## config.mk

```make
export PLATFORM = sky130hd
export DESIGN_NAME = mult_share_arbiter_flat
export DESIGN_NICKNAME = d
export VERILOG_FILES = /design/src/rtl/mult_share_arbiter_pkg.sv /design/src/rtl/mult_share_arbiter_if.sv /design/src/rtl/mult_share_arbiter_rr_arbiter.sv /design/src/rtl/mult_share_arbiter.sv /design/src/flat_wrapper.sv
export SDC_FILE = /design/constraint.sdc
export NUM_CORES = 2
export LEC_CHECK = 0
export BUFFER_PORTS_ARGS = -buffer_cell sky130_fd_sc_hd__buf_2
export CAP_MARGIN = 15
export CORE_MARGIN = 4
export CORE_UTILIZATION = 45
export DETAILED_ROUTE_END_ITERATION = 16
export GPL_ROUTABILITY_DRIVEN = 0
export MAX_ROUTING_LAYER = met4
export PLACE_DENSITY = 0.68
export REMOVE_ABC_BUFFERS = 1
export SKIP_CTS_REPAIR_TIMING = 1
export SYNTH_ARGS = -nofsm -noshare
export SYNTH_HDL_FRONTEND = slang
export SYNTH_SLANG_ARGS = --single-unit
```

## constraint.sdc

```tcl
create_clock -name clock -period 20 [get_ports clock]
set_input_delay 4 -clock clock [delete_from_list [all_inputs] [get_ports clock]]
set_output_delay 4 -clock clock [all_outputs]
set_load 0.01 [all_outputs]
```

## src/rtl/mult_share_arbiter_pkg.sv

```systemverilog
// Shared defaults, op record and dequantize helper for mult_share_arbiter.
// Build option MULT_SHARE_SAT_EN: clamp dequantized products instead of wrapping.
package mult_share_arbiter_pkg;

    localparam int unsigned DEF_NUM_REQ    = 4;
    localparam int unsigned DEF_DATA_WIDTH = 32;
    localparam int unsigned DEF_QUANT_BITS = 10;
    localparam int unsigned MAX_DW         = 64;
    localparam int unsigned TAG_W          = 3;

    typedef logic signed [2*MAX_DW-1:0] wide_t;

    typedef struct packed {
        logic signed [DEF_DATA_WIDTH-1:0] a;
        logic signed [DEF_DATA_WIDTH-1:0] b;
        logic [TAG_W-1:0]                 tag;
        logic                             v;
    } mult_op_t;

    // Returns the dw-bit result sign-extended to wide_t; callers size-cast it down.
    function automatic wide_t dequantize(wide_t p, int unsigned qbits, int unsigned dw);
        wide_t s;
`ifdef MULT_SHARE_SAT_EN
        wide_t hi;
        wide_t lo;
        s  = p >>> qbits;
        hi = (wide_t'(1) <<< (dw - 1)) - wide_t'(1);
        lo = -hi - wide_t'(1);
        if (s > hi)
            s = hi;
        else if (s < lo)
            s = lo;
`else
        s = p >>> qbits;
        s = (s <<< (2*MAX_DW - dw)) >>> (2*MAX_DW - dw);
`endif
        return s;
    endfunction

endpackage

```

## src/rtl/mult_share_arbiter_if.sv

```systemverilog
// Client-side request/response bundle for the shared multiplier.
interface mult_share_arbiter_if
    import mult_share_arbiter_pkg::*;
#(
    parameter int unsigned NUM_REQ    = DEF_NUM_REQ,
    parameter int unsigned DATA_WIDTH = DEF_DATA_WIDTH
) ();

    logic [NUM_REQ-1:0]                 req_valid;
    logic [NUM_REQ-1:0][DATA_WIDTH-1:0] req_a;
    logic [NUM_REQ-1:0][DATA_WIDTH-1:0] req_b;
    logic [NUM_REQ-1:0]                 req_ready;
    logic [NUM_REQ-1:0]                 rsp_valid;
    logic [DATA_WIDTH-1:0]              rsp_data;
    logic                               busy;

    modport master (
        output req_valid, req_a, req_b,
        input  req_ready, rsp_valid, rsp_data, busy
    );

    modport slave (
        input  req_valid, req_a, req_b,
        output req_ready, rsp_valid, rsp_data, busy
    );

endinterface

```

## src/rtl/mult_share_arbiter_rr_arbiter.sv

```systemverilog
// Combinational round-robin grant: search starts at ptr and wraps at N.
module mult_share_arbiter_rr_arbiter #(
    parameter int unsigned N = 4
) (
    input  logic [N-1:0]         req,
    input  logic [$clog2(N)-1:0] ptr,
    output logic [N-1:0]         grant,
    output logic [$clog2(N)-1:0] grant_idx
);

    localparam int unsigned IW = $clog2(N);

    logic [IW:0] pos;
    logic        found;

    always_comb begin
        grant     = '0;
        grant_idx = '0;
        found     = 1'b0;
        pos       = '0;
        for (int unsigned i = 0; i < N; i++) begin
            pos = {1'b0, ptr} + (IW+1)'(i);
            if (pos >= (IW+1)'(N))
                pos = pos - (IW+1)'(N);
            if (!found && req[pos[IW-1:0]]) begin
                found                 = 1'b1;
                grant[pos[IW-1:0]]    = 1'b1;
                grant_idx             = pos[IW-1:0];
            end
        end
    end

endmodule

```

## src/rtl/mult_share_arbiter.sv

```systemverilog
// Round-robin scheduler for one shared signed multiplier; fixed 2-cycle latency.
// Build option MULT_SHARE_SAT_EN selects saturating dequantization.
module mult_share_arbiter
    import mult_share_arbiter_pkg::*;
#(
    parameter int unsigned NUM_REQ    = DEF_NUM_REQ,
    parameter int unsigned DATA_WIDTH = DEF_DATA_WIDTH,
    parameter int unsigned QUANT_BITS = DEF_QUANT_BITS
) (
    input  logic                clock,
    input  logic                reset,
    mult_share_arbiter_if.slave bus
);

    localparam int unsigned TW = $clog2(NUM_REQ);

    typedef struct packed {
        logic signed [DATA_WIDTH-1:0] a;
        logic signed [DATA_WIDTH-1:0] b;
        logic [TW-1:0]                tag;
        logic                         v;
    } s1_t;

    typedef struct packed {
        logic [DATA_WIDTH-1:0] res;
        logic [TW-1:0]         tag;
        logic                  v;
    } s2_t;

    logic [TW-1:0]                  ptr;
    logic [TW-1:0]                  grant_idx;
    logic [NUM_REQ-1:0]             grant;
    logic                           accept;
    logic signed [2*DATA_WIDTH-1:0] prod;
    s1_t                            s1;
    s2_t                            s2;

    mult_share_arbiter_rr_arbiter #(.N(NUM_REQ)) u_rr (
        .req       (bus.req_valid),
        .ptr       (ptr),
        .grant     (grant),
        .grant_idx (grant_idx)
    );

    // Grant is combinational, so it is masked while reset is held low.
    assign bus.req_ready = reset ? grant : '0;
    assign accept        = |grant;

    always_ff @(posedge clock or negedge reset) begin
        if (!reset)
            ptr <= '0;
        else if (accept)
            ptr <= (grant_idx == TW'(NUM_REQ - 1)) ? '0 : grant_idx + TW'(1);
    end

    always_ff @(posedge clock or negedge reset) begin
        if (!reset) begin
            s1 <= '0;
        end else begin
            s1.v <= accept;
            if (accept) begin
                s1.a   <= bus.req_a[grant_idx];
                s1.b   <= bus.req_b[grant_idx];
                s1.tag <= grant_idx;
            end
        end
    end

    assign prod = $signed(s1.a) * $signed(s1.b);

    always_ff @(posedge clock or negedge reset) begin
        if (!reset) begin
            s2 <= '0;
        end else begin
            s2.v   <= s1.v;
            s2.tag <= s1.tag;
            s2.res <= s1.v ? DATA_WIDTH'(dequantize(wide_t'(prod), QUANT_BITS, DATA_WIDTH)) : '0;
        end
    end

    always_comb begin
        bus.rsp_valid = '0;
        if (s2.v)
            bus.rsp_valid[s2.tag] = 1'b1;
    end

    assign bus.rsp_data = s2.res;
    assign bus.busy     = s1.v | s2.v;

endmodule

```

## src/flat_wrapper.sv

```systemverilog
// flat-port wrapper written by rule: the top's interface ports become plain ports
module mult_share_arbiter_flat import mult_share_arbiter_pkg::*;
#(
    parameter int unsigned NUM_REQ    = DEF_NUM_REQ,
    parameter int unsigned DATA_WIDTH = DEF_DATA_WIDTH,
    parameter int unsigned QUANT_BITS = DEF_QUANT_BITS
)
  (clock, reset, bus_req_valid, bus_req_a, bus_req_b, bus_req_ready, bus_rsp_valid, bus_rsp_data, bus_busy);
  mult_share_arbiter_if #(.NUM_REQ(NUM_REQ), .DATA_WIDTH(DATA_WIDTH)) bus_i ();
  input  logic clock;
  input  logic reset;
  input wire logic [$bits(bus_i.req_valid)-1:0] bus_req_valid;
  input wire logic [$bits(bus_i.req_a)-1:0] bus_req_a;
  input wire logic [$bits(bus_i.req_b)-1:0] bus_req_b;
  output wire logic [$bits(bus_i.req_ready)-1:0] bus_req_ready;
  output wire logic [$bits(bus_i.rsp_valid)-1:0] bus_rsp_valid;
  output wire logic [$bits(bus_i.rsp_data)-1:0] bus_rsp_data;
  output wire logic [$bits(bus_i.busy)-1:0] bus_busy;
  assign bus_i.req_valid = bus_req_valid;
  assign bus_i.req_a = bus_req_a;
  assign bus_i.req_b = bus_req_b;
  assign bus_req_ready = bus_i.req_ready;
  assign bus_rsp_valid = bus_i.rsp_valid;
  assign bus_rsp_data = bus_i.rsp_data;
  assign bus_busy = bus_i.busy;
  mult_share_arbiter #(.NUM_REQ(NUM_REQ), .DATA_WIDTH(DATA_WIDTH), .QUANT_BITS(QUANT_BITS)) u_core (.clock(clock), .reset(reset), .bus(bus_i));
endmodule
```

==> flow_summary.json <==
{
  "status": "finished, final reports clean",
  "maxSlewViolCount": 0,
  "grt-ovfl-total": 0,
  "yosysWarnings": 0,
  "placed_cell_area_um2": 33300,
  "port_buffers": 302,
  "start_util": 0.457,
  "die_height_um": 272,
  "drc": 0,
  "hold_viol": 0,
  "r2r_start": "u_core.s1[45]",
  "antenna_found_initial": 1,
  "synth_seq_cells": 104,
  "path_class": "in -> out",
  "clockBufferDepth": 2,
  "finalNetCount": 4608,
  "wl_per_cell_um": 18.6,
  "core_um2": 68900,
  "ys_top_cells_by_area": "fa_1 (44%), and2_1 (11%), dfrtp_1 (8.3%)",
  "synth_cells": 3362,
  "vias": 22794,
  "cts_tree": "built",
  "slew_headroom": 0.208,
  "synth_ff_type": "dfrtp_1",
  "htree_levels": 3,
  "r2r_slack_ns": 11.54,
  "startpoint_type": "primary input",
  "postRouteAntennaNets": 0,
  "die_area_um2": 74300,
  "cts_buffers": 9,
  "cp-endpoint": "bus_req_ready[2]",
  "finalSetupTns_ns": 0,
  "synth.distinct_cells": 71,
  "multi_input_area_um2": 25000,
  "async_reset_ff_frac": 1.00,
  "end_kind": "primary output",
  "clock-sinks": 104,
  "drtPass1Iterations": 5,
  "yosysSeqAreaShare": 0.0827,
  "rr_worst_depth": 24,
  "min_period_over_period": 0.491,
  "cp.required_ns": 16.00,
  "regArea_um2": 2600,
  "syn_area_um2": 31500,
  "min_path_cells": 0,
  "hp-class": "reg -> reg",
  "row_count": 96,
  "rr_endpoint": "u_core.bus.rsp_data[28]",
  "grt_pass1_wl_um": 134000,
  "area_delta_synth_final_pct": 6.80,
  "path_max_fanout": 7,
  "track_usage": 0.238,
  "ios": 303,
  "fmax_ghz": 0.102,
  "critPathArrivalTime_ns": 5.82,
  "cts_root_buf": "clkbuf_16",
  "fin_crit_ns": 9.82,
  "viasPerCell": 5.15,
  "grt_pass1_vias": 24734,
  "cts.clk_slew.worst_paths_ns": 0.08,
  "synth_top_area_cell": "fa_1",
  "wl_um": 82500,
  "setup_viol": 0,
  "tightestPinTransition_ns": 1.19,
  "drv_cap": 0,
  "drt-initial-drc-count": 1392,
  "startpoint": "bus_req_valid[1]",
  "synth_edf_count": 0,
  "die_w_um": 272,
  "grt_start_max_net_pins": 82,
  "final_common_cell": "fa_1",
  "final_cell_mix": "fa_1 (694), inv_1 (687), and2_1 (535)",
  "drive_above_1_share": 0.133,
  "finalClockSkew_ns": 0.00985,
  "grt_setup_unrepaired": "no",
  "clock_latency_ns": 0.41,
  "fillers": 6475,
  "dp_hpwl_um": 65600,
  "synth.top_cell.area_share": 0.441,
  "syn_area_per_cell_um2": 9.36,
  "final_cell_area_um2": 33600
}
logic make-up (layout without fill, tap and decap cells):
family | Yosys count | in the layout | synth area share
mux | 71 | 71 | 0.0343
compound gates | 227 | 227 | 0.0513
other cells | 0 | 1 | 0
xor+xnor | 76 | 76 | 0.0211
buf+inv | 928 | 1061 | 0.123
fa+ha+maj | 856 | 856 | 0.506
simple gates | 1100 | 1100 | 0.182
flops | 104 | 104 | 0.0827
state kept, by name, summed over array words and instances, names as in the netlist:
name                 count
u_core.bus.rsp_data     32
u_core.s1               67
u_core.s2                3
u_core.ptr               2
worst min path at each step:
stage,start,endpoint,slack (ns)
finish,u_core.s1[2],u_core.s2[2],0.38
global route,u_core.s1[2],u_core.s2[2],0.40
CTS,u_core.s1[2],u_core.s2[2],0.38
detailed placement,u_core.s1[2],u_core.s2[2],0.36
global placement,u_core.s1[2],u_core.s2[2],0.37
floorplan,u_core.s1[1],u_core.s2[1],0.35
worst max-delay path, cell delays in order:
cell	delay [ns]
buf_2	0.14
mux4_2	0.49
nor2b_4	0.16
a22oi_1	0.15
nor2_1	0.06
a221oi_1	0.43
and2b_2	0.27
buf_2	0.13
final cells by class:
class,count,area share
Antenna cell,1,0.0000744
Clock buffer,9,0.00670
Clock inverter,7,0.00287
Inverter,690,0.0771
Multi-Input combinational cell,2330,0.744
Sequential cell,104,0.0774
Tap cell,931,0.0346
Timing Repair Buffer,355,0.0575
metal layers:
| layer | routed length, um | track usage | share of wire |
|---|---|---|---|
| met1 | 34700 | 0.307 | 0.42 |
| met4 | 3280 | 0.0784 | 0.040 |
| met5 | 0 | - | 0 |
| met2 | 39700 | 0.390 | 0.48 |
| met3 | 4790 | 0.0320 | 0.058 |
synth_stat cells (5+ instances only):
cell type	number
and2_1	535
a211oi_2	7
nor2b_1	9
a21o_1	12
buf_6	22
a221oi_1	5
fa_1	694
ha_1	162
nor3b_1	5
clkbuf_1	155
dfrtp_1	104
xnor2_1	55
nand2_1	430
a31oi_1	72
inv_1	687
nor2_1	49
mux2_4	65
a21oi_1	19
buf_2	15
nand3_1	9
xor2_1	21
nand2b_1	6
a22oi_1	5
and2_0	27
buf_4	40
a211oi_1	59
o21ai_0	18
through the flow:
step | hold WS, ns | utilization | setup WS (ns) | std cells
2_1_floorplan | 0.354 | - | 10.55 | 3124
4_1_cts | 0.382 | 0.487 | 10.20 | 4425
3_5_place_dp | 0.361 | 0.483 | 10.20 | 4409
6_report | 0.381 | 0.488 | 10.18 | 4427
3_3_place_gp | 0.370 | 0.483 | 10.20 | 4409
5_1_grt | 0.396 | 0.488 | 10.05 | 4426
Power is not shown: default switching activity piles up to over one toggle a cycle in this logic, so the estimate is an artifact.
